==> config.mk <==
export PLATFORM = sky130hd
export DESIGN_NAME = serial_adder
export DESIGN_NICKNAME = d
export VERILOG_FILES = /design/src/rtl/serial_adder.sv
export SDC_FILE = /design/constraint.sdc
export NUM_CORES = 1
export LEC_CHECK = 0
export BUFFER_PORTS_ARGS = -buffer_cell sky130_fd_sc_hd__clkbuf_2
export CORE_ASPECT_RATIO = 1.4
export CORE_MARGIN = 1
export CORE_UTILIZATION = 55
export CTS_CLUSTER_SIZE = 28
export DETAILED_ROUTE_END_ITERATION = 8
export GPL_TIMING_DRIVEN = 0
export PLACE_DENSITY = 0.81
export SYNTH_ARGS = -nofsm -noshare
export SYNTH_HDL_FRONTEND = slang
export SYNTH_SLANG_ARGS = --single-unit
==> constraint.sdc <==
create_clock -name Clk -period 3.08 [get_ports Clk]
set_clock_uncertainty 0.2 [all_clocks]
set_input_delay 0.154 -clock Clk [delete_from_list [all_inputs] [get_ports Clk]]
set_output_delay 0.154 -clock Clk [all_outputs]
set_load 0.01 [all_outputs]
==> src/rtl/serial_adder.sv <==
// serial_adder: bit-serial WIDTH-bit adder, one sum bit per clock, with IDLE/SHIFT/DONE control
module serial_adder #(
  parameter int WIDTH = 8
) (
  input  logic             Clk,
  input  logic             rst,
  input  logic             start,
  input  logic [WIDTH-1:0] A,
  input  logic [WIDTH-1:0] B,
  output logic [WIDTH-1:0] sum,
  output logic             cout,
  output logic             busy,
  output logic             done
);
  localparam int CW = $clog2(WIDTH + 1);
  localparam logic [1:0] IDLE  = 2'd0;
  localparam logic [1:0] SHIFT = 2'd1;
  localparam logic [1:0] DONE  = 2'd2;
  logic [1:0]       state_q, state_d;
  logic [WIDTH-1:0] rega_q, rega_d;
  logic [WIDTH-1:0] regb_q, regb_d;
  logic             carry_q, carry_d;
  logic [CW-1:0]    count_q, count_d;
  logic [WIDTH-1:0] sum_q, sum_d;
  logic             cout_q, cout_d;
  logic             load, shift, last, s, c_nx;
  logic [WIDTH-1:0] rega_sh;
  // Full-adder slice on the LSBs plus the control decode; the unused state encoding falls back to IDLE
  always_comb begin
    s       = rega_q[0] ^ regb_q[0] ^ carry_q;
    c_nx    = (rega_q[0] & regb_q[0]) | (rega_q[0] & carry_q) | (regb_q[0] & carry_q);
    rega_sh = {s, rega_q[WIDTH-1:1]};
    load    = (state_q == IDLE) && start;
    shift   = state_q == SHIFT;
    last    = count_q == CW'(WIDTH - 1);
    state_d = (state_q == IDLE)  ? (start ? SHIFT : IDLE) :
              (state_q == SHIFT) ? (last ? DONE : SHIFT) : IDLE;
    rega_d  = load ? A : shift ? rega_sh : rega_q;
    regb_d  = load ? B : shift ? {1'b0, regb_q[WIDTH-1:1]} : regb_q;
    carry_d = load ? 1'b0 : shift ? c_nx : carry_q;
    count_d = load ? '0 : shift ? count_q + CW'(1) : count_q;
    sum_d   = (shift && last) ? rega_sh : sum_q;
    cout_d  = (shift && last) ? c_nx : cout_q;
  end
  // All state clears asynchronously on reset so an aborted sum never leaks out
  always_ff @(posedge Clk or negedge rst) begin
    if (!rst) begin
      state_q <= IDLE;
      rega_q  <= '0;
      regb_q  <= '0;
      carry_q <= 1'b0;
      count_q <= '0;
      sum_q   <= '0;
      cout_q  <= 1'b0;
    end else begin
      state_q <= state_d;
      rega_q  <= rega_d;
      regb_q  <= regb_d;
      carry_q <= carry_d;
      count_q <= count_d;
      sum_q   <= sum_d;
      cout_q  <= cout_d;
    end
  end
  assign sum  = sum_q;
  assign cout = cout_q;
  assign busy = state_q == SHIFT;
  assign done = state_q == DONE;
endmodule

==> run metrics <==
status complete, no violations; Post-CTS Resized 0; first-iteration detailed-routing DRC count 27; Synth cell types 24; Initial Util 57.8%; final hold vios 0; residual DRC count 0; H-tree levels 2; largest net degree at the start of global routing 33; critical path startpoint category register; fillcell total 160; Mapped Avg Cell Area 10.4 sq um; sequential area share after synthesis 58.0%; Netlist Area Pre-Place 1380 sq um; worst skew pair latency 340 ps; overall power 1.76 mW; CTS sink cnt 32; Buf/Inv on CP 4; Non-Filler Instances 221; GRT Total Usage 26.0%; Critical Path Slowest Stage Cell dfrtp_1; clk buf depth 2; Routability Congestion 0.755; CTS clock-pin slew for the worst setup and hold paths 100 ps; Overflow after GRT 0; post-synthesis register bit count 32; IO Port Bufs 29; antenna-violating nets left 0; unrepaired setup endpoints after global routing false; Slew Limit Fails 0; fmax 479 MHz; Worst setup EP type output pin; PD cells 969 nW/um^2; Die H 61.3 um; vias per cell 5.29; Final min period 2090 ps; Routed WL per cell 14.1 um; Crit path required time 2730 ps; peak supply drop 0.606 mV; cells along the critical path nand2b_1, buf_6, inv_1, clkbuf_1, clkbuf_2; Worst Max-Slew Pin Slew 784 ps; fin crit share 67.8%; critical path peak fanout 10; clock root buffer clkbuf_4; Max-Cap Viols 0; ANT cells 0; Num CTS Buffers 5; nets 207; Mapped Cells 133; WL final 3120 um; antenna violations before repair 0; DP Cell Count 196; I/O Pins 30; Pre-antenna DRT Iters 4; via total after detailed routing 1169; total core area 2390 sq um; max_slew headroom 47.7%; yosys warns 0; synth-to-layout area growth 31.4%; DIE AREA 2720 sq um; CP delay by family, top buffers and inverters; endpoints failing setup 0; Net Count, Synth 154; Worst Hold Class primary input to register; Rows 21; CP Data Arrival Time 1730 ps; LEAKAGE 0.885 nW; crit path kind register to output pin; CTS tree done; layout cells sized above 1 28.3%; register area 801 sq um; first-pass GRT wire length 4910 um; Multi-input gate area 538 sq um; DPL Wire Length 1900 um; Setup TNS 0 ps; vias in the first global route 1110; Die X 44.4 um; worst stage delay on the critical path 420 ps
[where the power goes]
part | internal, mW | switching [mW]
Clock | 0.170 | 0.146
Combinational | 0.313 | 0.377
Sequential | 0.622 | 0.131
Total | 1.10 | 0.654
[synthesized netlist by cell type]
cell type,number,share of area (%)
nand2_1,40,11
dfrtp_1,32,58
a31oi_1,11,5.0
nor2_1,11,3.0
mux2_2,9,7.3
a22oi_1,4,2.2
buf_2,4,1.4
nand3_1,3,1.1
o21ai_0,3,1.1
clkbuf_1,2,0.54
a21oi_1,1,0.36
buf_6,1,0.82
fa_1,1,1.4
ha_1,1,0.91
inv_1,1,0.27
mux2i_1,1,0.72
nand2b_1,1,0.45
nand4_1,1,0.45
nor2b_1,1,0.45
nor3_4,1,1.2
nor3b_1,1,0.54
o21ba_2,1,0.72
o21bai_1,1,0.54
or3b_2,1,0.63
[cell type report]
| class | instances | share of cell area, % |
|---|---|---|
| timing repair buffer | 46 | 17.4 |
| clock inverter | 2 | 1.93 |
| inverter | 1 | 0.207 |
| clock buffer | 6 | 2.27 |
| tap | 34 | 2.34 |
| multi-input combinational | 93 | 29.6 |
| buffer | 7 | 2.14 |
| sequential | 32 | 44.1 |
[logic make-up (layout without fill, tap and decap cells)]
family | count (synthesis) | after routing | synth area share (%)
muxes | 10 | 10 | 8.06
AOI/OAI and AO/OA | 21 | 21 | 9.87
DFF | 32 | 32 | 58.0
adders and majority gates | 2 | 2 | 2.35
and+or+nand+nor | 60 | 60 | 18.7
buffers and inverters | 8 | 62 | 3.08
[state kept, by name (all words and copies together), names as in the netlist]
name,cells
count_q,4
carry_q,1
sum,8
rega_q,8
state_q,2
regb_q,8
cout,1
[tightest hold or removal path, stage by stage]
cell,delay (ps)
clkbuf_2,100
o21bai_1,160
nand2_1,110
nand2_1,40
[metrics by stage]
stage	hold WS (ps)	area [sq um]	worst slack [ps]	utilization, %
2_1_floorplan	-342	1380	1390	-
3_3_place_gp	56.0	1570	1250	65.6
3_5_place_dp	65.0	1570	1210	65.6
4_1_cts	54.9	1820	994	75.9
5_1_grt	112	1820	858	75.9
6_report	48.1	1820	993	75.9
[placed cells by master, fill, tap and decap left out, drive strengths merged, types with 3 or more instances in the layout]
cell / Yosys / layout
nand3: 3 / 3
clkbuf: 2 / 37
dlygate4sd3: 0 / 17
o21ai: 3 / 3
mux2: 9 / 9
nand2: 40 / 40
nor2: 11 / 11
dfrtp: 32 / 32
buf: 5 / 5
a22oi: 4 / 4
a31oi: 11 / 11
[worst paths after layout]
path	start	end	slack, ps	depth (start not counted)
worst min register to register	regb_q[1]	regb_q[0]	300	2
min in group asynchronous	rst	sum[7]	220	2
worst max-delay path	state_q[1]	busy	990	5
worst min-delay path	start	rega_q[7]	50	4
max in group asynchronous	rst	regb_q[5]	1970	2
worst max register to register	state_q[1]	sum[2]	1210	4
[what timing repair did]
action / CTS / global route
hold endpoints to repair: 48 / 0
hold buffers: 17 / 0
setup buffers: 0 / 0
[per-layer routing]
metal,vias up,wire length [um],global-route usage (%)
li1,558,-,-
met1,561,1270,30.2
met2,43,1630,43.5
met3,7,165,9.68
met4,0,57,10.4
met5,-,0,0
Note: power is estimated with default switching activity, not from simulation.
